<file path="config.mk">
export PLATFORM = sky130hd
export DESIGN_NAME = neos2test_nios2_qsys_0_oci_dct_packer_flat
export DESIGN_NICKNAME = d
export VERILOG_FILES = /design/src/rtl/neos2test_oci_trace_pkg.sv /design/src/rtl/neos2test_nios2_qsys_0_oci_dct_packer_if.sv /design/src/rtl/neos2test_nios2_qsys_0_oci_dct_frame_reg.sv /design/src/rtl/neos2test_nios2_qsys_0_oci_dct_packer.sv /design/src/flat_wrapper.sv
export SDC_FILE = /design/constraint.sdc
export NUM_CORES = 1
export LEC_CHECK = 0
export CAP_MARGIN = 25
export CORE_MARGIN = 5
export CORE_UTILIZATION = 40
export DETAILED_ROUTE_END_ITERATION = 10
export GPL_TIMING_DRIVEN = 0
export PLACE_DENSITY_LB_ADDON = 0.05
export RECOVER_POWER = 25
export SYNTH_ARGS = -nofsm -noshare
export SYNTH_HDL_FRONTEND = slang
export SYNTH_SLANG_ARGS = --single-unit
export TNS_END_PERCENT = 100
</file>
<file path="constraint.sdc">
create_clock -name clk -period 3.03 [get_ports clk]
set_input_delay 0.606 -clock clk [delete_from_list [all_inputs] [get_ports clk]]
set_output_delay 0.606 -clock clk [all_outputs]
set_load 0.1 [all_outputs]
</file>
<file path="src/rtl/neos2test_oci_trace_pkg.sv">
// Shared OCI trace constants, the sealed DCT frame layout and the packer state encoding.
package neos2test_oci_trace_pkg;

    localparam int DCT_CODE_W = 2;
    localparam int DCT_DEPTH  = 15;
    localparam int DCT_BUF_W  = 30;
    localparam int DCT_CNT_W  = 4;

    localparam logic [DCT_CNT_W-1:0] DCT_FULL = DCT_CNT_W'(DCT_DEPTH);

    typedef struct packed {
        logic [DCT_CNT_W-1:0] count;
        logic [DCT_BUF_W-1:0] buffer;
    } dct_frame_t;

    typedef enum logic [1:0] {
        RUN   = 2'd0,
        DRAIN = 2'd1,
        ENDED = 2'd2
    } dct_state_e;

    // Writes code into slot idx of the packing buffer, other slots untouched.
    function automatic logic [DCT_BUF_W-1:0] dct_insert(
        input logic [DCT_BUF_W-1:0]  buf_in,
        input logic [DCT_CNT_W-1:0]  idx,
        input logic [DCT_CODE_W-1:0] code
    );
        logic [DCT_BUF_W-1:0] r;
        r = buf_in;
        for (int i = 0; i < DCT_DEPTH; i++) begin
            if (idx == DCT_CNT_W'(i)) r[DCT_CODE_W*i +: DCT_CODE_W] = code;
        end
        return r;
    endfunction

endpackage

</file>
<file path="src/rtl/neos2test_nios2_qsys_0_oci_dct_packer_if.sv">
// DCT code input and sealed-frame valid/ready channel toward the trace FIFO.
interface neos2test_nios2_qsys_0_oci_dct_packer_if;
    import neos2test_oci_trace_pkg::*;

    logic                  dct_valid;
    logic [DCT_CODE_W-1:0] dct_code;
    logic                  frame_valid;
    logic                  frame_ready;
    dct_frame_t            frame_data;

    modport master (
        input  dct_valid, dct_code, frame_ready,
        output frame_valid, frame_data
    );

    modport slave (
        output dct_valid, dct_code, frame_ready,
        input  frame_valid, frame_data
    );
endinterface

</file>
<file path="src/rtl/neos2test_nios2_qsys_0_oci_dct_frame_reg.sv">
// One-deep frame holding register; load wins over a same-edge drain, data held while not ready.
module neos2test_nios2_qsys_0_oci_dct_frame_reg
    import neos2test_oci_trace_pkg::*;
(
    input  logic       clk,
    input  logic       reset_n,
    input  logic       load,
    input  dct_frame_t load_data,
    input  logic       ready,
    output logic       valid,
    output dct_frame_t data
);

    always_ff @(posedge clk or negedge reset_n) begin
        if (!reset_n) begin
            valid <= 1'b0;
            data  <= '0;
        end else if (load) begin
            valid <= 1'b1;
            data  <= load_data;
        end else if (ready) begin
            valid <= 1'b0;
        end
    end

endmodule

</file>
<file path="src/rtl/neos2test_nios2_qsys_0_oci_dct_packer.sv">
// Packs 2-bit DCT codes into 15-entry frames and hands them to the trace FIFO via valid/ready.
// Optional NEOS2_DCT_DROP_COUNT_EN adds a saturating drop_count output.
module neos2test_nios2_qsys_0_oci_dct_packer
    import neos2test_oci_trace_pkg::*;
(
    input  logic                   clk,
    input  logic                   reset_n,
    neos2test_nios2_qsys_0_oci_dct_packer_if.master bus,
    input  logic                   flush,
    input  logic                   end_req,
    output logic [DCT_BUF_W-1:0]   dct_buffer,
    output logic [DCT_CNT_W-1:0]   dct_count,
    output logic                   test_ending,
    output logic                   test_has_ended,
`ifdef NEOS2_DCT_DROP_COUNT_EN
    output logic [7:0]             drop_count,
`endif
    output logic                   overflow
);

    dct_state_e           state, state_nx;
    logic                 ending_nx, ended_nx;
    logic                 flush_pend, pend_d;
    logic                 take, full, seal_ok, seal_req, seal, drop;
    logic [DCT_CNT_W-1:0] cnt_nx, cnt_d;
    logic [DCT_BUF_W-1:0] buf_nx, buf_d;
    dct_frame_t           frame_nx;

    always_ff @(posedge clk or negedge reset_n) begin
        if (!reset_n) begin
            state          <= RUN;
            test_ending    <= 1'b0;
            test_has_ended <= 1'b0;
        end else begin
            state          <= state_nx;
            test_ending    <= ending_nx;
            test_has_ended <= ended_nx;
        end
    end

    always_comb begin
        state_nx = state;
        case (state)
            RUN:     if (end_req) state_nx = DRAIN;
            DRAIN:   if (dct_count == '0 && !bus.frame_valid) state_nx = ENDED;
            ENDED:   state_nx = ENDED;
            default: state_nx = RUN;
        endcase
    end

    always_comb begin
        ending_nx = (state_nx == DRAIN);
        ended_nx  = (state_nx == ENDED);
    end

    always_comb begin
        take    = bus.dct_valid && (state == RUN);
        full    = (dct_count == DCT_FULL);
        seal_ok = !bus.frame_valid || bus.frame_ready;

        cnt_nx = dct_count;
        buf_nx = dct_buffer;
        if (take && !full) begin
            cnt_nx = dct_count + 4'd1;
            buf_nx = dct_insert(dct_buffer, dct_count, bus.dct_code);
        end

        seal_req = (cnt_nx == DCT_FULL) ||
                   ((cnt_nx != '0) && (flush || flush_pend || state == DRAIN));
        seal     = seal_req && seal_ok;
        drop     = take && full && !seal;
        frame_nx = '{count: cnt_nx, buffer: buf_nx};

        cnt_d  = cnt_nx;
        buf_d  = buf_nx;
        pend_d = flush_pend;
        if (seal) begin
            pend_d = 1'b0;
            // A code arriving while a full buffer is sealed starts the fresh buffer.
            if (take && full) begin
                cnt_d = 4'd1;
                buf_d = {{(DCT_BUF_W-DCT_CODE_W){1'b0}}, bus.dct_code};
            end else begin
                cnt_d = '0;
                buf_d = '0;
            end
        end else if (flush && cnt_nx != '0) begin
            pend_d = 1'b1;
        end
    end

    always_ff @(posedge clk or negedge reset_n) begin
        if (!reset_n) begin
            dct_count  <= '0;
            dct_buffer <= '0;
            flush_pend <= 1'b0;
            overflow   <= 1'b0;
        end else begin
            dct_count  <= cnt_d;
            dct_buffer <= buf_d;
            flush_pend <= pend_d;
            overflow   <= overflow | drop;
        end
    end

`ifdef NEOS2_DCT_DROP_COUNT_EN
    always_ff @(posedge clk or negedge reset_n) begin
        if (!reset_n)                        drop_count <= 8'd0;
        else if (drop && drop_count != 8'hFF) drop_count <= drop_count + 8'd1;
    end
`endif

    neos2test_nios2_qsys_0_oci_dct_frame_reg u_frame_reg (
        .clk       (clk),
        .reset_n   (reset_n),
        .load      (seal),
        .load_data (frame_nx),
        .ready     (bus.frame_ready),
        .valid     (bus.frame_valid),
        .data      (bus.frame_data)
    );

endmodule

</file>
<file path="src/flat_wrapper.sv">
// flat-port wrapper written by rule: the top's interface ports become plain ports
module neos2test_nios2_qsys_0_oci_dct_packer_flat import neos2test_oci_trace_pkg::*;
  (clk, reset_n, flush, end_req, dct_buffer, dct_count, test_ending, test_has_ended, overflow, bus_dct_valid, bus_dct_code, bus_frame_ready, bus_frame_valid, bus_frame_data);
  neos2test_nios2_qsys_0_oci_dct_packer_if bus_i ();
  input  logic clk;
  input  logic reset_n;
  input  logic flush;
  input  logic end_req;
  output logic [DCT_BUF_W-1:0] dct_buffer;
  output logic [DCT_CNT_W-1:0] dct_count;
  output logic test_ending;
  output logic test_has_ended;
  output logic overflow;
  input wire logic [$bits(bus_i.dct_valid)-1:0] bus_dct_valid;
  input wire logic [$bits(bus_i.dct_code)-1:0] bus_dct_code;
  input wire logic [$bits(bus_i.frame_ready)-1:0] bus_frame_ready;
  output wire logic [$bits(bus_i.frame_valid)-1:0] bus_frame_valid;
  output wire logic [$bits(bus_i.frame_data)-1:0] bus_frame_data;
  assign bus_i.dct_valid = bus_dct_valid;
  assign bus_i.dct_code = bus_dct_code;
  assign bus_i.frame_ready = bus_frame_ready;
  assign bus_frame_valid = bus_i.frame_valid;
  assign bus_frame_data = bus_i.frame_data;
  neos2test_nios2_qsys_0_oci_dct_packer u_core (.clk(clk), .reset_n(reset_n), .bus(bus_i), .flush(flush), .end_req(end_req), .dct_buffer(dct_buffer), .dct_count(dct_count), .test_ending(test_ending), .test_has_ended(test_has_ended), .overflow(overflow));
endmodule
</file>
==> results of run 1 <==
## critical path, stage by stage (launching register included)
cell      delay, ps
dfrtp_1         520
inv_1           170
ha_1            350
nand2b_1        160
o311ai_1        490
a31oi_2         180
clkbuf_1        300
nor3_1          390
a21oi_4          30
## routing by layer
layer | vias to the layer above | track usage | share of wire
met1 | 1271 | 0.243 | 0.45
met2 | 66 | 0.288 | 0.48
li1 | 1246 | - | -
met5 | - | 0 | 0
met4 | 0 | 0.0657 | 0.014
met3 | 13 | 0.0447 | 0.056
## worst paths after layout
check | depth (start not counted) | startpoint | to | slack (ps)
min in group clk | 1 | u_core.overflow$_DFF_PN0_ | u_core.overflow$_DFF_PN0_ | 490
max reg2reg | 8 | u_core.dct_count[0]$_DFF_PN0_ | u_core.u_frame_reg.data[4]$_DFFE_PN0P_ | 320
max | 8 | u_core.dct_count[0]$_DFF_PN0_ | u_core.u_frame_reg.data[4]$_DFFE_PN0P_ | 320
min | 1 | reset_n | u_core.u_frame_reg.data[25]$_DFFE_PN0P_ | 490
min reg2reg | 1 | u_core.overflow$_DFF_PN0_ | u_core.overflow$_DFF_PN0_ | 490
max in group asynchronous | 2 | reset_n | u_core.u_frame_reg.data[12]$_DFFE_PN0P_ | 620
## state kept, by name, summed over array words and instances (netlist names)
signal,cells
u_core.u_frame_reg.valid,1
u_core.flush_pend,1
u_core.dct_buffer,30
u_core.dct_count,4
u_core.test_has_ended,1
u_core.u_frame_reg.data,34
u_core.state,2
u_core.test_ending,1
u_core.overflow,1
## kinds of logic after synthesis
logic type | share of synthesized area
AO/OA/AOI/OAI | 0.135
XOR/XNOR | 0.00254
adder cells (fa/ha/maj) | 0.0145
buffers and inverters | 0.0490
flip-flops | 0.544
multiplexers | 0.103
AND/OR/NAND/NOR | 0.152
## cells in the final DEF (no fill, tap or decap), drive strengths merged, types with 2 or more instances in the layout
master and n:
clkdlybuf4s50 78, dfrtp 75, nor2 38, nor3 35, a21oi 35, mux2i 34, clkbuf 18, buf 18
nand2 12, nand3 8, o21ai 6, nor2b 4, o211ai 4, ha 4, inv 3, nand2b 3
nor3b 2, nand4 2, a211o 2, clkinvlp 2, clkinv 2
## stage by stage
step	cells	setup WS [ps]	TNS, ps	area, µm²	utilization
floorplan	304	3.42	0	3450	-
global placement	488	-1360	-101300	4370	0.527
detailed placement	489	97.8	0	4400	0.530
CTS	505	336	0	4580	0.551
global route	505	152	0	4550	0.548
finish	505	316	0	4550	0.548
## layout make-up
class | instances | area (µm²)
Fill cell | 776 | 3750
Clock buffer | 12 | 155
Inverter | 3 | 11.3
Multi-Input combinational cell | 204 | 1400
Buffer | 22 | 158
Clock inverter | 4 | 25.0
Tap cell | 105 | 131
Timing Repair Buffer | 80 | 790
Sequential cell | 75 | 1880
==> results.toml, run 1 <==
[routing]
drtPass1Iterations = 4
drt-total-wl_um = 9020
remaining_drc_errors = 0
num_vias = 2596
wl_per_cell_um = 17.9
drt_iter0_drc = 113
via_per_inst = 5.14
ant_nets = 0

[logic_synthesis]
yosysUniqueCellTypes = 38
post-synth-top-count-cell = "dfrtp_1"
synth_largest_area_cell = "dfrtp_1"
ys_seq_elements = 75
synth-async-reset-ratio = 1.00
avgSynthCellArea_um2 = 11.3
ys.flop_type = "dfrtp_1"
synth_area_leaders = "dfrtp_1, mux2i_1, nor3_1, a21oi_4, nor2_1"
synth-edff-count = 0
synth_seq_area_share = 0.544
netlist_instances = 304
synth_area_um2 = 3450
ys.warnings.count = 0
syn_nets = 316
netlist.area_leader.share = 0.544
yosys-top-cells-count = "dfrtp_1, nor2_1, nor3_1, mux2i_1, a21oi_1"

[die]
core_um2 = 8300
initial_utilization = 0.416
die-area_um2 = 10600
num_rows = 33
io_pins = 80
die_h_um = 103
die_w_um = 103

[clock_network]
clk_pin_slew_ps = 80
cts_hold_buf = 0
numCtsBuffers = 9
cts_root_buf = "clkbuf_8"
cts_setup_buffers = 0
worstSkewPairLatency_ps = 340
clockBufferDepth = 2
clock-sinks = 75
htree_levels = 3
cts_resized = 0
cts_tree = "done"

[grt]
grt_max_degree = 55
grt_pass1_vias = 2737
grt_util_all_layers = 0.182
grt_pass1_wl_um = 14500
antenna_found_initial = 0
grt_overflow = 0

[timing]
fin_crit_ps = 2710
finClkSkew_ps = 10.1
worstMarginPinSlew_ps = 1350
rsz0062_at_grt = "no"
max_freq_mhz = 368
setup_viol = 0
relSlewSlack = 0.103
hold_slack_ps = 487
slew_viol_final = 0
hold_violations = 0
min_period_over_period = 0.896

[worst_setup_path]
crit_path_max_fanout = 10
worst-endpoint-required_ps = 3250
crit_path_start_kind = "flop"
endpoint_kind = "flop"
crit_type = "reg2reg"
crit_arrival_ps = 2930

[finish]
antennaDiodeCount = 0
drive_gt1_frac = 0.143
fin_nets = 407
synthToLayoutAreaGrowth_pct = 31.9

[placement]
gp_congestion = 0.878
place_hpwl_um = 6350
portBuffers = 79

[run_status]
status = "finished clean"

[job]
maxCapViolCount = 0

[worst_hold_path]
hold_path.class = "in2async"
Power of run 1 is left out: the tool's default activity adds up to more than one toggle a clock period on the data nets, which glitch-free logic cannot reach.
==> run 2, diff against run 1 <==
Settings changed: CORE_ASPECT_RATIO from default to 0.7.
==> run 2 against run 1 <==
Against the previous run: the run now ends with max-capacitance violations, max-slew violations left; setup slack better by 1.1 ps; wire length is 3.7% higher; non-clock buffer count stayed put; count of clock-buffer cells in the layout rose by 2; critical path depth unchanged; first-iteration DRC count is 28% higher; register-to-register slack about the same.
==> results.toml, run 2 (synthesis results as in run 1) <==
[finish]
largest_reg_flops = 34
synthToLayoutAreaGrowth_pct = 37.0
layout_common_cells = "clkdlybuf4s50_1, dfrtp_1, nor2_1, nor3_1, mux2i_1"
regMostFlops = "u_core.u_frame_reg.data"
drive_gt1_frac = 0.140
final_util = 0.560
final_common_cell = "clkdlybuf4s50_1"
largestRegisters = "u_core.u_frame_reg.data (34), u_core.dct_buffer (30), u_core.dct_count (4)"
fin_nets = 407
antennaDiodeCount = 0

[die]
initial_utilization = 0.409
die_h_um = 87.7
io_pins = 80
die-area_um2 = 10600
num_rows = 28
die_w_um = 121
core_um2 = 8440

[worst_setup_path]
crit_type = "reg2reg"
slowest_stage = "dfrtp_1"
critPathMaxStageDelay_ps = 540
crit_path_max_fanout = 10
crit_arrival_ps = 2970
path_cells = "ha_1, and4bb_2, o211ai_1, a21oi_1, buf_2, clkbuf_1, nor3_1, a21oi_2"
worstSetupPathDepth = 8
worst-endpoint-required_ps = 3290
endpoint_kind = "flop"
crit_path_start_kind = "flop"
cp_top_family = "buffers and inverters"
crit_buf_inv = 2
ff2ff_path_depth = 8

[clock_network]
clk_pin_slew_ps = 60
cts_root_buf = "clkbuf_16"
cts_setup_buffers = 0
cts_tree = "done"
clock-sinks = 75
worstSkewPairLatency_ps = 340
cts_resized = 0
clockBufferDepth = 2
numCtsBuffers = 9
htree_levels = 3
cts_hold_buf = 0

[timing]
relSlewSlack = -0.145
worstMarginPinSlew_ps = 1720
hold_slack_ps = 469
setup_ws_ps = 317
setup_viol = 0
hold_violations = 0
rsz0062_at_grt = "no"
slew_viol_final = 29
finClkSkew_ps = 5.96
max_freq_mhz = 369
fin_crit_ps = 2710
min_period_over_period = 0.895

[placement]
gp_congestion = 0.801
dp_slack_ps = 76.3
place_hpwl_um = 6470
portBuffers = 79

[routing]
drtPass1Iterations = 4
num_vias = 2649
via_per_inst = 5.10
remaining_drc_errors = 0
drt-total-wl_um = 9360
ant_nets = 0
drt_iter0_drc = 145
wl_per_cell_um = 18.0

[worst_hold_path]
hold-path-cell-count = 1
hold_path.class = "reg2reg"

[grt]
grt_overflow = 0
grt_pass1_wl_um = 15000
grt_max_degree = 48
grt_util_all_layers = 0.187
grt_pass1_vias = 2716
antenna_found_initial = 0

[job]
maxCapViolCount = 1

[run_status]
violations = "max-capacitance violations, max-slew violations"
status = "finished with violations"
-- run 2: cell type report --
type / count / area (µm²)
flip-flops and latches: 75 / 1880
multi-input cells: 204 / 1400
inverters: 3 / 11.3
plain buffers: 22 / 158
repair buffers: 80 / 812
clock inverters: 1 / 30.0
well taps: 120 / 150
fillers: 791 / 3720
clock buffers: 14 / 284
-- run 2: path summary, 6_finish.rpt --
kind | end | start | slack, ps
worst min-delay path | u_core.overflow$_DFF_PN0_ | u_core.overflow$_DFF_PN0_ | 470
min in group asynchronous | u_core.u_frame_reg.data[27]$_DFFE_PN0P_ | reset_n | 710
worst min register to register | u_core.overflow$_DFF_PN0_ | u_core.overflow$_DFF_PN0_ | 470
max in group asynchronous | u_core.dct_buffer[16]$_DFF_PN0_ | reset_n | 1320
worst max register to register | u_core.u_frame_reg.data[17]$_DFFE_PN0P_ | u_core.dct_count[1]$_DFF_PN0_ | 320
worst max-delay path | u_core.u_frame_reg.data[17]$_DFFE_PN0P_ | u_core.dct_count[1]$_DFF_PN0_ | 320
-- run 2: worst register-to-register path: stages (launching register included) --
cell	delay (ps)
dfrtp_1	540
ha_1	360
and4bb_2	410
o211ai_1	120
a21oi_1	210
buf_2	280
clkbuf_1	460
nor3_1	120
a21oi_2	120
-- run 2: through the flow --
step	instance area (µm²)	setup TNS, ps	cells
6_report	4730	0	519
5_1_grt	4730	0	519
4_1_cts	4730	0	519
3_5_place_dp	4420	0	504
3_3_place_gp	4390	-99490	503
2_1_floorplan	3450	0	304
-- run 2: metal layers --
metal,GRT usage,vias to the layer above,share of wire
li1,-,1256,-
met1,0.267,1305,0.50
met2,0.268,79,0.42
met3,0.0665,9,0.070
met4,0.0535,0,0.0096
met5,0,-,0
Power of run 2 is left out for the same reason.
